### src/rtl/fetch_unit.sv
// Instruction fetch unit: reads up to three bytes from a registered-output RAM,
// presents one variable-length instruction at a time to the decoder over valid/ready.
module fetch_unit #(
   parameter logic [5:0] RESET_PC   = 6'd0,
   parameter logic [7:0] HLT_OPCODE = 8'hFF
) (
   input  logic       clk,
   input  logic       rst_n,
   input  logic       en,
   output logic [5:0] mem_addr,
   output logic       mem_we,
   input  logic [7:0] mem_opcode,
   input  logic [7:0] mem_op1,
   input  logic [7:0] mem_op2,
   output logic [7:0] ir_opcode,
   output logic [7:0] ir_op1,
   output logic [7:0] ir_op2,
   output logic [5:0] instr_pc,
   output logic       instr_valid,
   input  logic       instr_ready,
   input  logic       jmp_valid,
   input  logic [5:0] jmp_addr,
   output logic       halted
);

   typedef enum logic [1:0] {FETCH, WAIT, VALID, HALT} state_t;

   state_t     state_reg, state_next;
   logic [5:0] pc_reg, pc_next;
   logic [7:0] ir_opcode_reg, ir_op1_reg, ir_op2_reg;
   logic [5:0] instr_pc_reg;
   logic       load;
   logic [1:0] len;
   logic [6:0] op1_addr, op2_addr;
   logic [7:0] cap_op1, cap_op2;

   // Length from the two top opcode bits; 11 is a one-byte form.
   always_comb begin
      case (mem_opcode[7:6])
         2'b01:   len = 2'd2;
         2'b10:   len = 2'd3;
         default: len = 2'd1;
      endcase
   end

   // Operand bytes that would lie past address 63 are forced to zero.
   assign op1_addr = {1'b0, pc_reg} + 7'd1;
   assign op2_addr = {1'b0, pc_reg} + 7'd2;
   assign cap_op1  = (len >= 2'd2 && !op1_addr[6]) ? mem_op1 : 8'h00;
   assign cap_op2  = (len == 2'd3 && !op2_addr[6]) ? mem_op2 : 8'h00;

   always_comb begin
      state_next = state_reg;
      pc_next    = pc_reg;
      load       = 1'b0;
      if (jmp_valid) begin
         state_next = FETCH;
         pc_next    = jmp_addr;
      end else begin
         case (state_reg)
            FETCH: if (en) state_next = WAIT;
            WAIT: begin
               load       = 1'b1;
               pc_next    = pc_reg + {4'd0, len};
               state_next = VALID;
            end
            VALID: begin
               if (instr_ready)
                  state_next = (ir_opcode_reg == HLT_OPCODE) ? HALT : FETCH;
            end
            default: state_next = HALT;
         endcase
      end
   end

   always_ff @(posedge clk or negedge rst_n) begin
      if (!rst_n) begin
         state_reg     <= FETCH;
         pc_reg        <= RESET_PC;
         ir_opcode_reg <= 8'h00;
         ir_op1_reg    <= 8'h00;
         ir_op2_reg    <= 8'h00;
         instr_pc_reg  <= 6'd0;
      end else begin
         state_reg <= state_next;
         pc_reg    <= pc_next;
         if (load) begin
            ir_opcode_reg <= mem_opcode;
            ir_op1_reg    <= cap_op1;
            ir_op2_reg    <= cap_op2;
            instr_pc_reg  <= pc_reg;
         end
      end
   end

   assign mem_addr    = pc_reg;
   assign mem_we      = 1'b0;
   assign ir_opcode   = ir_opcode_reg;
   assign ir_op1      = ir_op1_reg;
   assign ir_op2      = ir_op2_reg;
   assign instr_pc    = instr_pc_reg;
   assign instr_valid = (state_reg == VALID);
   assign halted      = (state_reg == HALT);

endmodule

### config.mk
export PLATFORM = sky130hd
export DESIGN_NAME = fetch_unit
export DESIGN_NICKNAME = d
export VERILOG_FILES = /design/src/rtl/fetch_unit.sv
export SDC_FILE = /design/constraint.sdc
export NUM_CORES = 1
export LEC_CHECK = 0
export ABC_CLOCK_PERIOD_IN_PS = 1530
export CAP_MARGIN = 20
export CORE_ASPECT_RATIO = 2
export CORE_MARGIN = 2
export CORE_UTILIZATION = 55
export CTS_CLUSTER_DIAMETER = 100
export DETAILED_ROUTE_END_ITERATION = 10
export DONT_BUFFER_PORTS = 1
export HOLD_SLACK_MARGIN = 0.08
export PLACE_DENSITY_LB_ADDON = 0.15
export SYNTH_ARGS = -nofsm -noshare
export SYNTH_HDL_FRONTEND = slang
export SYNTH_SLANG_ARGS = --single-unit
export TNS_END_PERCENT = 30
### constraint.sdc
create_clock -name clk -period 1.53 [get_ports clk]
set_clock_uncertainty 0.2 [all_clocks]
set_input_delay 0.306 -clock clk [delete_from_list [all_inputs] [get_ports clk]]
set_output_delay 0.306 -clock clk [all_outputs]
set_load 0.01 [all_outputs]
=== Yosys cells after proc, flatten, opt, wreduce, memory -nomap -nowiden ===
Index checks and enable logic that the tools add are counted.

* Logic and storage cells: 38
* Bits in registers: 38
* Output and inout port bits: 39
* Input port bits: 35

* Muxes and demuxes: 12
* $add $sub $neg: 3
* Reductions and logical operators: 7
* Order comparisons: 1
* Equality and inequality tests: 9

{| class="wikitable"
|+ Operators with widths
! kind !! count
|-
| 8-bit two-way mux || 2
|-
| 6-bit two-way mux || 2
|-
| 2-bit == test (second input constant) || 4
|-
| 8-bit == test (second input constant) || 1
|-
| 2-bit two-way mux || 4
|-
| 6-bit by 1-bit adder with 7-bit output (second input constant) || 1
|-
| 6-bit by 2-bit adder with 7-bit output (second input constant) || 1
|-
| 6-bit by 2-bit adder with 6-bit output || 1
|-
| 2-bit one-hot mux with 3 select lines || 1
|-
| 2-bit by 1-bit == test with 1-bit output (second input constant) || 2
|-
| 2-bit one-hot mux with 2 select lines || 1
|-
| 3-bit by 1-bit != test with 1-bit output (second input constant) || 1
|-
| 3-bit != test (second input constant) || 1
|-
| 2-bit >= comparator (second input constant) || 1
|-
| 1-bit logical AND || 2
|-
| 1-bit logical NOT || 2
|-
| 2-bit logical NOT || 1
|-
| 1-bit two-way mux || 2
|-
| 2-bit AND reduction || 1
|-
| 2-bit nonzero test || 1
|}

=== Depth between registers and ports, before layout ===
Gate-level depths: netlist of run 1.

* Depth in word-level cells: 5
* Depth in mapped cells: 8
* Gate-level depth less buffers: 8

=== Worst setup path after synthesis of run 1 ===
OpenSTA, ideal clock, no wires.

* Path kind: input port to flip-flop
* Start point: input mem_opcode[6]
* End point: register pc_reg[5], in the netlist mem_addr[5]
* Setup time: 0.082 ns
* Data required time: 1.248 ns
* Stages: 7
* Data arrival time: 1.637 ns
* Path slack: -0.389 ns
* Cell sequence: inv_1 > ha_1 > inv_1 > ha_1 > a21oi_1 > or4_1 > a31oi_1

* Longest elaborated chain between the ends: 5
* Elaborated cells on any way between the ends: 6
* Those cells by class: 1 x add/sub; 2 x eq/ne; 3 x mux

{| class="wikitable"
|+ Ends and longest elaborated chain
! item !! line !! source
|-
| start: declaration || 12 || <nowiki>input logic [7:0] mem_opcode,</nowiki>
|-
| 2-bit == test / 2-bit by 1-bit == test with 1-bit output (equally long branches) || 39 || <nowiki>case (mem_opcode[7:6])</nowiki>
|-
| 2-bit one-hot mux with 2 select lines (*) || 39 ||
|-
| 6-bit by 2-bit adder with 6-bit output (*) || 64 || <nowiki>pc_next = pc_reg + {4'd0, len};</nowiki>
|-
| 6-bit two-way mux (*) || 60 || <nowiki>case (state_reg)</nowiki>
|-
| 6-bit two-way mux (*) || 56 || <nowiki>if (jmp_valid) begin</nowiki>
|-
| end signal: assignment || 86 || <nowiki>pc_reg <= pc_next;</nowiki>
|-
| end: declaration || 29 || <nowiki>logic [5:0] pc_reg, pc_next;</nowiki>
|}

Mark *: on every way between the ends. The rest lies on a longest branch, timed or not. The select of a mux whose other input is x is not followed.
A chain may end at the register's enable or synchronous reset.

=== Final worst setup path of run 1 ===
* Start point: register state_reg[1]
* End point: register instr_pc_reg[5], in the netlist instr_pc[5]

* Longest elaborated chain between the ends: 3

{| class="wikitable"
|+ Ends and longest elaborated chain
! item !! line !! source
|-
| start: declaration || 28 || <nowiki>state_t state_reg, state_next;</nowiki>
|-
| start signal: assignment || 85 || <nowiki>state_reg <= state_next;</nowiki>
|-
| 2-bit by 1-bit == test with 1-bit output || 60 ||
|-
| 1-bit two-way mux || 60 ||
|-
| 1-bit two-way mux || 56 ||
|-
| end signal: assignment || 91 || <nowiki>instr_pc_reg <= pc_reg;</nowiki>
|-
| end: declaration || 31 || <nowiki>logic [5:0] instr_pc_reg;</nowiki>
|}

No other way between the ends.

==> results of run 1 <==
-- per-layer routing --
layer | track usage | part of all wire | vias up
li1 | - | - | 751
met1 | 0.295 | 0.34 | 821
met2 | 0.489 | 0.56 | 90
met3 | 0.0538 | 0.059 | 20
met4 | 0.116 | 0.039 | 0
met5 | 0 | 0 | -
-- cell usage in the layout (no fill, tap or decap), types with 3 or more instances in the layout --
cell type	n
buf_12	3
buf_4	22
buf_6	6
clkbuf_16	3
clkbuf_8	5
dfrtp_1	37
dlygate4sd3_1	29
ha_4	4
inv_1	4
nand2_1	59
nand2_2	10
nand2_4	4
nand3_1	3
nand4_1	3
nor2_1	3
o21ai_1	11
o21ai_2	12
-- power breakdown --
group / switching (uW) / internal [uW] / leakage [uW]
Clock: 385 / 653 / 0.0000683
Sequential: 235 / 1210 / 0.000487
Combinational: 450 / 420 / 0.000692
-- timing repair --
action / 4_1_cts / 5_1_grt
pin swaps: 7 / 9
endpoints found under the hold margin: 70 / 7
gates resized for setup: 11 / 33
setup buffers: 3 / 0
cloned: 0 / 4
setup endpoints to repair: 18 / 38
-- per-stage QoR --
step | utilization | hold slack [ns] | cells | area [um^2] | setup TNS [ns]
final | 0.878 | -0.141 | 284 | 2740 | -4.92
after global routing | 0.878 | -0.153 | 284 | 2740 | -6.40
after CTS | 0.819 | -0.145 | 280 | 2550 | -1.34
after detailed placement | 0.656 | -0.189 | 239 | 2050 | -1.27
after global placement | 0.656 | -0.189 | 239 | 2050 | -1.00
after floorplan | - | -0.190 | 192 | 1870 | -0.735
-- cells by family after synthesis --
| group | Yosys count | share of synthesized area |
|---|---|---|
| compound gates | 34 | 0.120 |
| buf+inv | 18 | 0.0597 |
| other cells | 1 | 0.00210 |
| mux | 2 | 0.0112 |
| simple gates | 93 | 0.229 |
| fa+ha+maj | 5 | 0.0393 |
| flops | 38 | 0.534 |
| xor+xnor | 1 | 0.00492 |
-- path summary, 6_finish.rpt --
check                                  start           end  slack, ns  depth (start not counted)
worst max-delay path            state_reg[1]   instr_pc[5]      -0.18                          5
worst min-delay path               jmp_valid  state_reg[1]      -0.14                          1
worst max register to register  state_reg[1]   instr_pc[5]      -0.18                          5
worst min register to register   mem_addr[5]   instr_pc[5]       0.35                          2
max in group asynchronous              rst_n  state_reg[1]       0.65                          2
min in group asynchronous              rst_n   instr_pc[1]       0.27                          2
-- final cells by class --
| type | instances | area share |
|---|---|---|
| Inverter | 8 | 0.0210 |
| Multi-Input combinational cell | 136 | 0.327 |
| Clock buffer | 5 | 0.0251 |
| Sequential cell | 38 | 0.347 |
| Timing Repair Buffer | 63 | 0.240 |
| Clock inverter | 3 | 0.0251 |
| Tap cell | 31 | 0.0142 |
==> results by group, run 1 <==
Status
  • Status: finished with violations
  • Failing checks: negative hold slack, negative setup slack

STA
  • # setup viols final: 35
  • Final hold vios: 7
  • Slew Limit Fails: 0
  • Minimum clock period: 1.71 ns
  • WHS: -0.141 ns
  • Unrepaired setup endpoints after global routing: yes
  • Min setup slack post-route: -0.184 ns
  • Maximum clock rate: 583 MHz
  • Final worst path period share: 1.12

Drt
  • Drt wl/cell: between 20 and 25 um
  • Detailed Routing Iterations Pass 1: 4
  • DR vias: roughly 1,700
  • Vias/cell: just under 6
  • Routed WL: roughly 6.0 mm
  • Post-DRT Antenna Nets: 0
  • DR iter-0 viols: 57
  • DRC Markers: 0

Power
  • P_leak: roughly 0.0012 uW
  • Design Power: 3350 uW
  • VDD IR max: 1.15 mV
  • Pwr/cell area: around 1200 nW/um^2

Yosys
  • Post-synth EDFFs: 0
  • Post-synth top area share: 0.534
  • Top cells by count, synth: 73 x nand2_1, 38 x dfrtp_1, 14 x o21ai_1
  • Cells after Synth: ~190
  • Synth async-reset ratio: 1.00
  • Syn nets: 232
  • Ranking of synthesized cells by area: dfrtp_1 53%, nand2_1 15%, o21ai_1 3.9%, ha_1 2.8%, buf_6 2.5%
  • Synth cell types: 36
  • Yosys top cell by area: dfrtp_1
  • Seq/Total Area, Yosys: 0.534
  • Top-count cell post-synth: nand2_1
  • Main flop type after synthesis: dfrtp_1
  • Synthesized area per cell: ~9.3 um^2
  • Synth warn: 0
  • Synth Cell Area: ~1800 um^2
  • #FFs+latches synth: 38

CTS
  • TritonCTS clock tree: yes
  • Cts bufs inserted: 5
  • Root buf cell: clkbuf_8
  • Post-CTS Hold Fix Bufs: 30
  • Deepest clock path buffer count: 2
  • Clk slew on worst S/H paths: 0.08 ns
  • H-tree depth: 2
  • Clk sinks: 38
  • Insertion delay to the later sink of the worst-skew pair: about 0.30 ns

Critical path
  • Worst-path fanout max: 9
  • Critical Path RT: 1.51 ns
  • Worst EP arrival: around 1.7 ns
  • Critical Path End Type: flop
  • CP top delay family: simple AND/OR/NAND/NOR gates
  • CP Cell Sequence: buf_6, or3b_4, clkbuf_16, nand2_1, nand2_1
  • Startpoint types: flop
  • Max incr delay on CP: ~0.47 ns
  • Kind of critical path: flop to flop
  • WP buf/inv: 2
  • Critical-path top delay cell: or3b_4
  • CP most frequent cell: nand2_1

Placed design
  • Pre-CTS setup slack: -0.336 ns
  • Buffers on Ports: 0
  • Detailed Place HPWL: 2.98 mm
  • Routability Congestion: between 0.7 and 0.8

Global route
  • GR Overflow Total: 0
  • Largest net degree at the start of global routing: 39
  • Tot GR Track Use: 0.273
  • Initial antenna violation count: 0
  • Vias in the first global route: 1,680
  • First-pass GRT wire length: 7.54 mm

Finish
  • Register Area: around 950 um^2
  • Area delta synth->final: 53.8%
  • Filler cells: 140
  • Layout Nets: roughly 300
  • # diodes: 0
  • Area used by multi-input combinational logic: between 800 and 900 um^2
  • Layout cells sized above 1: 0.348

Floorplan
  • Starting Density: 0.571
  • Chip height: 84.5 um
  • Die width: 44.2 um
  • Ports: between 70 and 80
  • FP Rows: 29
  • Core region area: between 3000 and 4000 um^2
  • Die area: between 3000 and 4000 um^2

Run
  • Max_cap viols: 0

Hold path
  • Worst hold path class: input pin to flop
(Power assumes the default switching activity.)
==> run 2, diff against run 1 <==
ABC_CLOCK_PERIOD_IN_PS = 2100   (was 1530)
CORE_UTILIZATION = 28   (was 55)
clock period = 2.1 ns   (was 1.53 ns; I/O delays follow)
==> results by group, run 2 (synthesis gave the netlist of run 1 again) <==
Status
  • Status: finished, final reports clean

Critical path
  • Worst-path fanout max: 3 (-6)
  • Worst EP arrival: 1.98 ns (+0.28 ns)
  • Max incr delay on CP: 0.57 ns (+0.10 ns)
  • Critical Path End Type: flop
  • R2R depth: 4 (-1)
  • Kind of critical path: flop to flop
  • Startpoint types: flop
  • Critical-path top delay cell: dlygate4sd3_1
  • Critical Path RT: 2.12 ns (+0.61 ns)
  • CP Cell Sequence: nand4_1, or2_4, a311oi_2, dlygate4sd3_1

CTS
  • H-tree depth: 2 (unchanged)
  • Clk slew on worst S/H paths: 0.06 ns (-0.02 ns)
  • Insertion delay to the later sink of the worst-skew pair: 0.28 ns (-0.02 ns)
  • Root buf cell: clkbuf_16
  • Cts bufs inserted: 5 (unchanged)
  • Deepest clock path buffer count: 2 (unchanged)
  • Clk sinks: 38 (unchanged)
  • TritonCTS clock tree: yes

Hold path
  • Worst hold path class: input pin to flop
  • Hold depth: 2 (+1)

STA
  • Relative slew margins: 0.571
  • Final hold vios: 0 (-7)
  • Unrepaired setup endpoints after global routing: no
  • Tightest Pin Transition: ~0.64 ns
  • Maximum clock rate: 510 MHz (-13%)
  • # setup viols final: 0 (-100%)
  • Final worst path period share: 0.933 (-0.187)
  • Slew Limit Fails: 0 (unchanged)
  • Setup tns final: 0 ns (+4.92 ns)
  • Minimum clock period: 1.96 ns (+0.245 ns)

Drt
  • DRC Markers: 0 (unchanged)
  • Detailed Routing Iterations Pass 1: 4 (unchanged)
  • Post-DRT Antenna Nets: 0 (unchanged)
  • Vias/cell: 4.57 (-23%)
  • Drt wl/cell: 13.6 um (-35%)
  • DR iter-0 viols: 43 (-25%)
  • Routed WL: 4.24 mm (-29%)
  • DR vias: 1,421 (-16%)

Global route
  • Tot GR Track Use: 0.125 (-0.148)
  • First-pass GRT wire length: 6.36 mm (-16%)
  • Vias in the first global route: 1,297 (-23%)
  • Largest net degree at the start of global routing: 39 (unchanged)
  • GR Overflow Total: 0 (unchanged)
  • Initial antenna violation count: 0 (unchanged)

Placed design
  • Buffers on Ports: 0 (unchanged)
  • Detailed Place HPWL: 3.03 mm (+1.5%)
  • Post-placement cell count: 274 (+15%)
  • DP Area: 1870 um^2 (-8.7%)
  • Routability Congestion: 0.685 (-12%)

Floorplan
  • Ports: 74 (unchanged)
  • Die width: 60.4 um (+37%)
  • Chip height: 117 um (+38%)
  • Die area: 7060 um^2 (+89%)
  • Core region area: 6210 um^2 (+99%)
  • Starting Density: 0.287 (-0.284)
  • FP Rows: 41 (+41%)

Finish
  • Finished Cell Area: 2330 um^2 (-15%)
  • Layout cells sized above 1: 0.107 (-0.241)
  • Layout Nets: 264 (-9.6%)
  • Highest-count cells in the layout ignoring fill and taps: 73 x nand2_1, 37 x dfrtp_1, 28 x dlygate4sd3_1
  • Final std cells w/o fill: 311 (+9.5%)
  • # diodes: 0 (unchanged)
  • Area delta synth->final: 30.7%
  • Most common cell after layout, fill and taps aside: nand2_1
  • Final core occ: 0.375 (-0.503)

Power
  • Pwr/cell area: 925 nW/um^2 (-24%)
  • Design Power: 2150 uW (-36%)
  • VDD IR max: 0.475 mV (-59%)
  • P_leak: 0.00105 uW (-16%)

Run
  • Max_cap viols: 0 (unchanged)
## run 2: metal layers
| metal | part of all wire | global-route usage |
|---|---|---|
| met5 | 0 | 0 |
| met4 | 0.017 | 0.0533 |
| met3 | 0.079 | 0.0451 |
| met2 | 0.51 | 0.207 |
| met1 | 0.40 | 0.141 |
## run 2: repair_timing
item,in CTS,in global routing
resized for setup,0,3
buffers inserted,0,0
setup endpoints to repair,0,1
endpoints found under the hold margin,65,0
hold buffers,29,0
## run 2: critical path, delay by kind of cell (launching register included)
family / cells / cell delay, ns
AO/OA/AOI/OAI: 1 / 0.25
buffers and inverters: 1 / 0.57
flip-flops: 1 / 0.42
AND/OR/NAND/NOR: 2 / 0.45
## run 2: cell type report
cell class | instances | area (um^2)
clock buffers | 7 | 143
clock inverters | 1 | 5.00
fillers | 650 | 3880
inverters | 8 | 30.0
multi-input cells | 136 | 733
flip-flops and latches | 38 | 952
well taps | 86 | 108
repair buffers | 35 | 358
## run 2: report_power, final
group,internal [uW],switching [uW]
clock,470,280
sequential,883,199
combinational,151,171
## run 2: worst paths after layout
path | startpoint | to | slack [ns]
min in group asynchronous | rst_n | mem_addr[4] | 0.41
min reg2reg | ir_op2[0] | ir_op2[0] | 0.35
max reg2reg | ir_opcode[6] | state_reg[1] | 0.14
max | ir_opcode[6] | state_reg[1] | 0.14
min | jmp_addr[4] | mem_addr[4] | 0.08
max in group asynchronous | rst_n | ir_opcode[7] | 1.08
## run 2: per-stage QoR
step,hold WS [ns],worst slack [ns]
floorplan,-0.0756,0.0667
global placement,-0.0747,0.0425
detailed placement,-0.0747,0.0283
CTS,0.0811,0.0762
global route,0.0922,0.0607
finish,0.0805,0.141
